[src/rtl/uart_pkg.sv]
// Shared UART definitions: FSM state encodings, parity modes and config helpers.
// Used by both the TX and RX blocks.
package uart_pkg;

  typedef enum logic [2:0] {
    IDLE   = 3'd0,
    START  = 3'd1,
    DATA   = 3'd2,
    PARITY = 3'd3,
    STOP   = 3'd4
  } uart_state_t;

  localparam logic [1:0] PAR_NONE = 2'b00;
  localparam logic [1:0] PAR_EVEN = 2'b01;
  localparam logic [1:0] PAR_ODD  = 2'b10;

  // Out-of-range data-bit requests fall back to the widest frame the block supports.
  function automatic logic [3:0] eff_dbits(input logic [3:0] cfg, input logic [3:0] max_bits);
    return (cfg < 4'd5 || cfg > max_bits) ? max_bits : cfg;
  endfunction

  function automatic logic parity_on(input logic [1:0] mode);
    return (mode == PAR_EVEN) || (mode == PAR_ODD);
  endfunction

endpackage

[src/rtl/uart_fifo.sv]
// Small first-word-fall-through FIFO; dout always shows the oldest entry.
// Pushes while full and pops while empty are ignored.
module uart_fifo #(
  parameter int WIDTH = 8,
  parameter int DEPTH = 4
) (
  input  logic                       clk,
  input  logic                       reset,
  input  logic                       push,
  input  logic                       pop,
  input  logic [WIDTH-1:0]           din,
  output logic [WIDTH-1:0]           dout,
  output logic                       full,
  output logic                       empty,
  output logic [$clog2(DEPTH):0]     count
);

  localparam int AW = $clog2(DEPTH);

  logic [WIDTH-1:0] mem [DEPTH];
  logic [AW-1:0]    wr_ptr;
  logic [AW-1:0]    rd_ptr;
  logic             do_push;
  logic             do_pop;

  assign full    = (count == (AW+1)'(DEPTH));
  assign empty   = (count == '0);
  assign do_push = push && !full;
  assign do_pop  = pop && !empty;
  assign dout    = mem[rd_ptr];

  // Pointers wrap naturally because DEPTH is a power of two.
  always_ff @(posedge clk or negedge reset) begin
    if (!reset) begin
      wr_ptr <= '0;
      rd_ptr <= '0;
      count  <= '0;
    end else begin
      if (do_push) wr_ptr <= wr_ptr + AW'(1);
      if (do_pop)  rd_ptr <= rd_ptr + AW'(1);
      if (do_push && !do_pop)      count <= count + (AW+1)'(1);
      else if (do_pop && !do_push) count <= count - (AW+1)'(1);
    end
  end

  always_ff @(posedge clk) begin
    if (do_push) mem[wr_ptr] <= din;
  end

endmodule

[src/rtl/uart_tx_cfg.sv]
// Configurable UART transmitter: FIFO-fed, 5..DATA_W data bits, optional parity,
// one or two stop bits; frame config is latched when each word is popped.
module uart_tx_cfg
  import uart_pkg::*;
#(
  parameter int DATA_W     = 8,
  parameter int OVS        = 16,
  parameter int FIFO_DEPTH = 4
) (
  input  logic                          clk,
  input  logic                          reset,
  input  logic                          i_tick,
  input  logic [DATA_W-1:0]             i_data,
  input  logic                          i_valid,
  output logic                          o_ready,
  input  logic [3:0]                    cfg_dbits,
  input  logic [1:0]                    cfg_parity,
  input  logic                          cfg_stop2,
  output logic                          o_txd,
  output logic                          o_busy,
  output logic                          o_done,
  output logic [$clog2(FIFO_DEPTH):0]   o_fifo_cnt
);

  localparam int TW = $clog2(OVS);
  localparam logic [TW-1:0] TICK_LAST = TW'(OVS - 1);

  uart_state_t       state;
  logic [TW-1:0]     tick_cnt;
  logic [3:0]        bit_idx;
  logic [DATA_W-1:0] shreg;
  logic              par_acc;
  logic [3:0]        dbits_q;
  logic [1:0]        parity_q;
  logic              stop2_q;

  logic              fifo_full;
  logic              fifo_empty;
  logic [DATA_W-1:0] fifo_dout;
  logic              bit_end;
  logic              frame_end;
  logic              start_frame;

  uart_fifo #(
    .WIDTH (DATA_W),
    .DEPTH (FIFO_DEPTH)
  ) u_fifo (
    .clk   (clk),
    .reset (reset),
    .push  (i_valid),
    .pop   (start_frame),
    .din   (i_data),
    .dout  (fifo_dout),
    .full  (fifo_full),
    .empty (fifo_empty),
    .count (o_fifo_cnt)
  );

  assign o_ready     = !fifo_full;
  assign o_busy      = (state != IDLE);
  assign bit_end     = (state != IDLE) && i_tick && (tick_cnt == TICK_LAST);
  assign frame_end   = (state == STOP) && bit_end && (!stop2_q || bit_idx[0]);
  assign start_frame = !fifo_empty && ((state == IDLE) || frame_end);

  // The next frame start overrides the STOP->IDLE return so frames run back to back.
  always_ff @(posedge clk or negedge reset) begin
    if (!reset) begin
      state    <= IDLE;
      tick_cnt <= '0;
      bit_idx  <= '0;
      shreg    <= '0;
      par_acc  <= 1'b0;
      dbits_q  <= 4'(DATA_W);
      parity_q <= PAR_NONE;
      stop2_q  <= 1'b0;
      o_txd    <= 1'b1;
      o_done   <= 1'b0;
    end else begin
      o_done <= frame_end;
      if (state != IDLE && i_tick) tick_cnt <= bit_end ? '0 : tick_cnt + TW'(1);

      case (state)
        IDLE: ;
        START: if (bit_end) begin
          state   <= DATA;
          o_txd   <= shreg[0];
          shreg   <= shreg >> 1;
          bit_idx <= '0;
          par_acc <= 1'b0;
        end
        DATA: if (bit_end) begin
          par_acc <= par_acc ^ o_txd;
          if (bit_idx == dbits_q - 4'd1) begin
            bit_idx <= '0;
            if (parity_on(parity_q)) begin
              state <= PARITY;
              o_txd <= par_acc ^ o_txd ^ (parity_q == PAR_ODD);
            end else begin
              state <= STOP;
              o_txd <= 1'b1;
            end
          end else begin
            bit_idx <= bit_idx + 4'd1;
            o_txd   <= shreg[0];
            shreg   <= shreg >> 1;
          end
        end
        PARITY: if (bit_end) begin
          state   <= STOP;
          o_txd   <= 1'b1;
          bit_idx <= '0;
        end
        STOP: if (bit_end) begin
          if (!frame_end) begin
            bit_idx <= 4'd1;
          end else begin
            state <= IDLE;
            o_txd <= 1'b1;
          end
        end
        default: state <= IDLE;
      endcase

      if (start_frame) begin
        state    <= START;
        o_txd    <= 1'b0;
        shreg    <= fifo_dout;
        bit_idx  <= '0;
        tick_cnt <= '0;
        dbits_q  <= eff_dbits(cfg_dbits, 4'(DATA_W));
        parity_q <= cfg_parity;
        stop2_q  <= cfg_stop2;
      end
    end
  end

endmodule

[config.mk]
export PLATFORM = sky130hd
export DESIGN_NAME = uart_tx_cfg
export DESIGN_NICKNAME = d
export VERILOG_FILES = /design/src/rtl/uart_pkg.sv /design/src/rtl/uart_fifo.sv /design/src/rtl/uart_tx_cfg.sv
export SDC_FILE = /design/constraint.sdc
export NUM_CORES = 1
export LEC_CHECK = 0
export ABC_AREA = 1
export ABC_CLOCK_PERIOD_IN_PS = 3300
export CORE_ASPECT_RATIO = 0.9
export CORE_MARGIN = 5
export CORE_UTILIZATION = 50
export CTS_BUF_LIST = sky130_fd_sc_hd__clkbuf_4
export CTS_CLUSTER_DIAMETER = 60
export DETAILED_ROUTE_END_ITERATION = 12
export GPL_TIMING_DRIVEN = 0
export PLACE_DENSITY = 0.66
export SLEW_MARGIN = 20
export SYNTH_ARGS = -nofsm -noshare
export SYNTH_HDL_FRONTEND = slang
export SYNTH_SLANG_ARGS = --single-unit
[constraint.sdc]
create_clock -name clk -period 3.3 [get_ports clk]
set_input_delay 0.66 -clock clk [delete_from_list [all_inputs] [get_ports clk]]
set_output_delay 0.66 -clock clk [all_outputs]
set_load 0.05 [all_outputs]
==> results.py <==
metrics = {
    "worst_setup_path": {
        "slowest_delay_ns": 0.49,
        "crit_fanout": 10,
        "crit_slowest_cell": "clkdlybuf4s50_1",
        "worstSetupStartpointType": "input pin",
        "crit_type": "in2reg",
        "critPathArrivalTime_ns": 3.08,
        "crit_chain": "clkdlybuf4s50_1, a21boi_4, nand3_2, nand2_1, nand2_2, buf_6, buf_4, ha_1, inv_1, fa_1, mux2_2",
        "rr_worst_depth": 12,
        "cp-end-kind": "flop",
        "required_ns": 3.61,
    },
    "place": {
        "dp_cells": 477,
        "place.gp.congestion": 0.834,
        "placed_area_sq_um": 3720,
        "hpwlAfterDp_mm": 4.65,
        "dp_slack_ns": 0.0947,
        "io_buffers": 25,
    },
    "synth": {
        "ys_warn_count": 0,
        "synth_cells": 361,
        "yosysSeqAreaShare_pct": 55.8,
        "synth_edf_count": 32,
        "synth.distinct_cells": 34,
        "mappedNetlistArea_sq_um": 3340,
        "ys_ff_latch": 68,
        "syn_area_per_cell_sq_um": 9.25,
        "ys_async_sr_fraction_pct": 52.9,
        "synthFlopType": "dfrtp_1",
        "syn_nets": 390,
    },
    "routing": {
        "wl_per_cell_microns": 13.6,
        "remaining_drc_errors": 0,
        "wl_mm": 6.70,
        "drt-pass1-iter-count": 5,
        "drt_iter0_drc": 113,
        "via_count": 2452,
        "viasPerCell": 4.97,
        "drtAntennaViolNets": 0,
    },
    "floorplan": {
        "coreArea_sq_um": 6550,
        "initial_core_util_pct": 51.0,
        "rows": 28,
        "dieArea_sq_um": 8410,
        "fp.dieW_microns": 96.1,
        "die_h_microns": 87.5,
        "io_pins": 26,
    },
    "clocking": {
        "worstSkewPairLatency_ns": 0.41,
        "clk_pin_slew_worst_paths_ns": 0.12,
        "clockRootBuffer": "clkbuf_4",
        "cts_setup_buffers": 0,
        "hold_buffers": 0,
        "cts_resized": 0,
        "max-clock-path-buffers": 2,
        "cts_tree": "built",
        "htreeDepth": 3,
        "clock-sinks": 68,
        "numCtsBuffers": 9,
    },
    "layout": {
        "n_fill_cell": 580,
        "diodes": 0,
        "drive_gt1_share_pct": 10.4,
        "final_cell_mix": "101 x nand2_1, 40 x nor2_1, 34 x dfrtp_1, 32 x inv_1, 32 x edfxtp_1",
        "final_cells": 493,
        "final_area_sq_um": 3880,
        "syn_to_final_growth_pct": 16.3,
        "final_nets": 427,
        "final_common_cell": "nand2_1",
    },
    "sta": {
        "setup_tns_ns": 0,
        "setup_slack_ns": 0.528,
        "fin_crit_ns": 2.77,
        "tightest_slew_ns": 0.839,
        "rsz0062_at_grt": "no",
        "slew_headroom_pct": 43.9,
        "fmax_ghz": 0.361,
        "skew_ns": 0.0126,
        "drv_slew": 0,
        "period_share_pct": 84.0,
        "setup_violations": 0,
        "hold_viol_final": 0,
    },
    "worst_hold_path": {
        "min_path_type": "in2async",
    },
    "power": {
        "power.density_nw_per_um2": 638,
        "vdd_drop_max_v": 0.000534,
        "cellLeakagePower_nw": 1.76,
    },
    "flow_run": {
        "maxCapViolCount": 0,
    },
    "grt": {
        "grt_pass1_vias": 2458,
        "track_usage_pct": 18.2,
        "grt_antenna_before_repair": 0,
        "gr-total-overflow": 0,
        "grt_pass1_wl_mm": 11.6,
        "grt_max_degree": 31,
    },
    "run_status": {
        "status": "completed",
    },
}
## metrics by stage
stage | hold WS, ns | total power, W | utilization (%)
after floorplan | 0.364 | 0.00166 | -
after global routing | 0.0427 | 0.00266 | 59.3
after CTS | 0.0559 | 0.00250 | 59.3
after detailed placement | 0.465 | 0.00187 | 56.7
final | 0.0632 | 0.00248 | 59.3
after global placement | 0.462 | 0.00185 | 56.5
## cell families (layout without fill, tap and decap cells)
kind of cell | after synthesis | in the layout | share of synthesized area (%)
compound gates | 44 | 44 | 8.02
flops | 68 | 68 | 55.8
xor+xnor | 12 | 12 | 3.15
fa+ha+maj | 10 | 10 | 3.97
buf+inv | 43 | 85 | 5.32
mux | 1 | 1 | 0.337
simple gates | 183 | 183 | 23.4
## path summary, 6_finish.rpt
| path | start | end | slack, ns |
|---|---|---|---|
| setup reg to reg | state[1] | u_fifo.count[1] | 0.59 |
| hold reg to reg | o_txd | o_txd | 0.49 |
| min in group clk | o_txd | o_txd | 0.49 |
| hold / removal | reset | u_fifo.rd_ptr[0] | 0.06 |
| max in group asynchronous | reset | o_txd | 2.75 |
| setup / recovery | i_tick | u_fifo.count[1] | 0.53 |
## layer usage
| metal | track usage, % | routed length [microns] |
|---|---|---|
| met1 | 26.3 | 3350 |
| met5 | 0 | 0 |
| met2 | 26.8 | 3030 |
| met4 | 4.65 | 46 |
| met3 | 5.62 | 265 |
## power by group
| part | total (W) | switching [W] | leakage [nW] | internal, W |
|---|---|---|---|---|
| registers | 0.00117 | 0.000109 | 0.735 | 0.00107 |
| logic | 0.000672 | 0.000415 | 0.936 | 0.000258 |
| clock network | 0.000631 | 0.000320 | 0.0865 | 0.000311 |
| total | 0.00248 | 0.000843 | 1.76 | 0.00163 |
## critical path, delay by kind of cell
kind                     cells  cell delay (ns)
AND/OR/NAND/NOR              3             0.34
multiplexers                 1             0.26
AO/OA/AOI/OAI                1             0.26
adder cells (fa/ha/maj)      2             0.62
buffers and inverters        4             0.93
## sequential cells by signal (all words and copies together) (netlist names), 3 cells and up
signal and cells:
bit_idx 4, shreg 8, u_fifo.mem 32, dbits_q 4
tick_cnt 4, u_fifo.count 3, state 3
## cell type report
type	count	area, sq um	share of cell area (%)
Clock buffer	9	67.6	1.74
Buffer	8	46.3	1.19
Inverter	35	131	3.38
Timing Repair Buffer	26	265	6.83
Multi-Input combinational cell	250	1300	33.4
Clock inverter	7	98.8	2.55
Tap cell	90	113	2.90
Sequential cell	68	1860	48.0
## synth_stat cells (2+ instances only)
library cell  instances  share of area (%)
nand2_2               4               0.75
nor3_1                2               0.30
inv_2                 3               0.34
nor2_1               40                4.5
or2_2                 2               0.37
o22ai_1               8                1.5
nand3_2               3               0.90
ha_1                  9                3.4
xor2_1                8                2.1
xnor2_1               4                1.0
nand3_1              23                3.4
o21ai_0              25                3.7
buf_4                 2               0.45
edfxtp_1             32                 29
inv_1                32                3.6
dfstp_2               2                1.6
dfrtp_1              34                 25
nand3b_1              2               0.45
nand2_1             101                 11
clkbuf_1              4               0.45
a21oi_1               6               0.90
nand4_1               3               0.56
(Power assumes the default switching activity.)
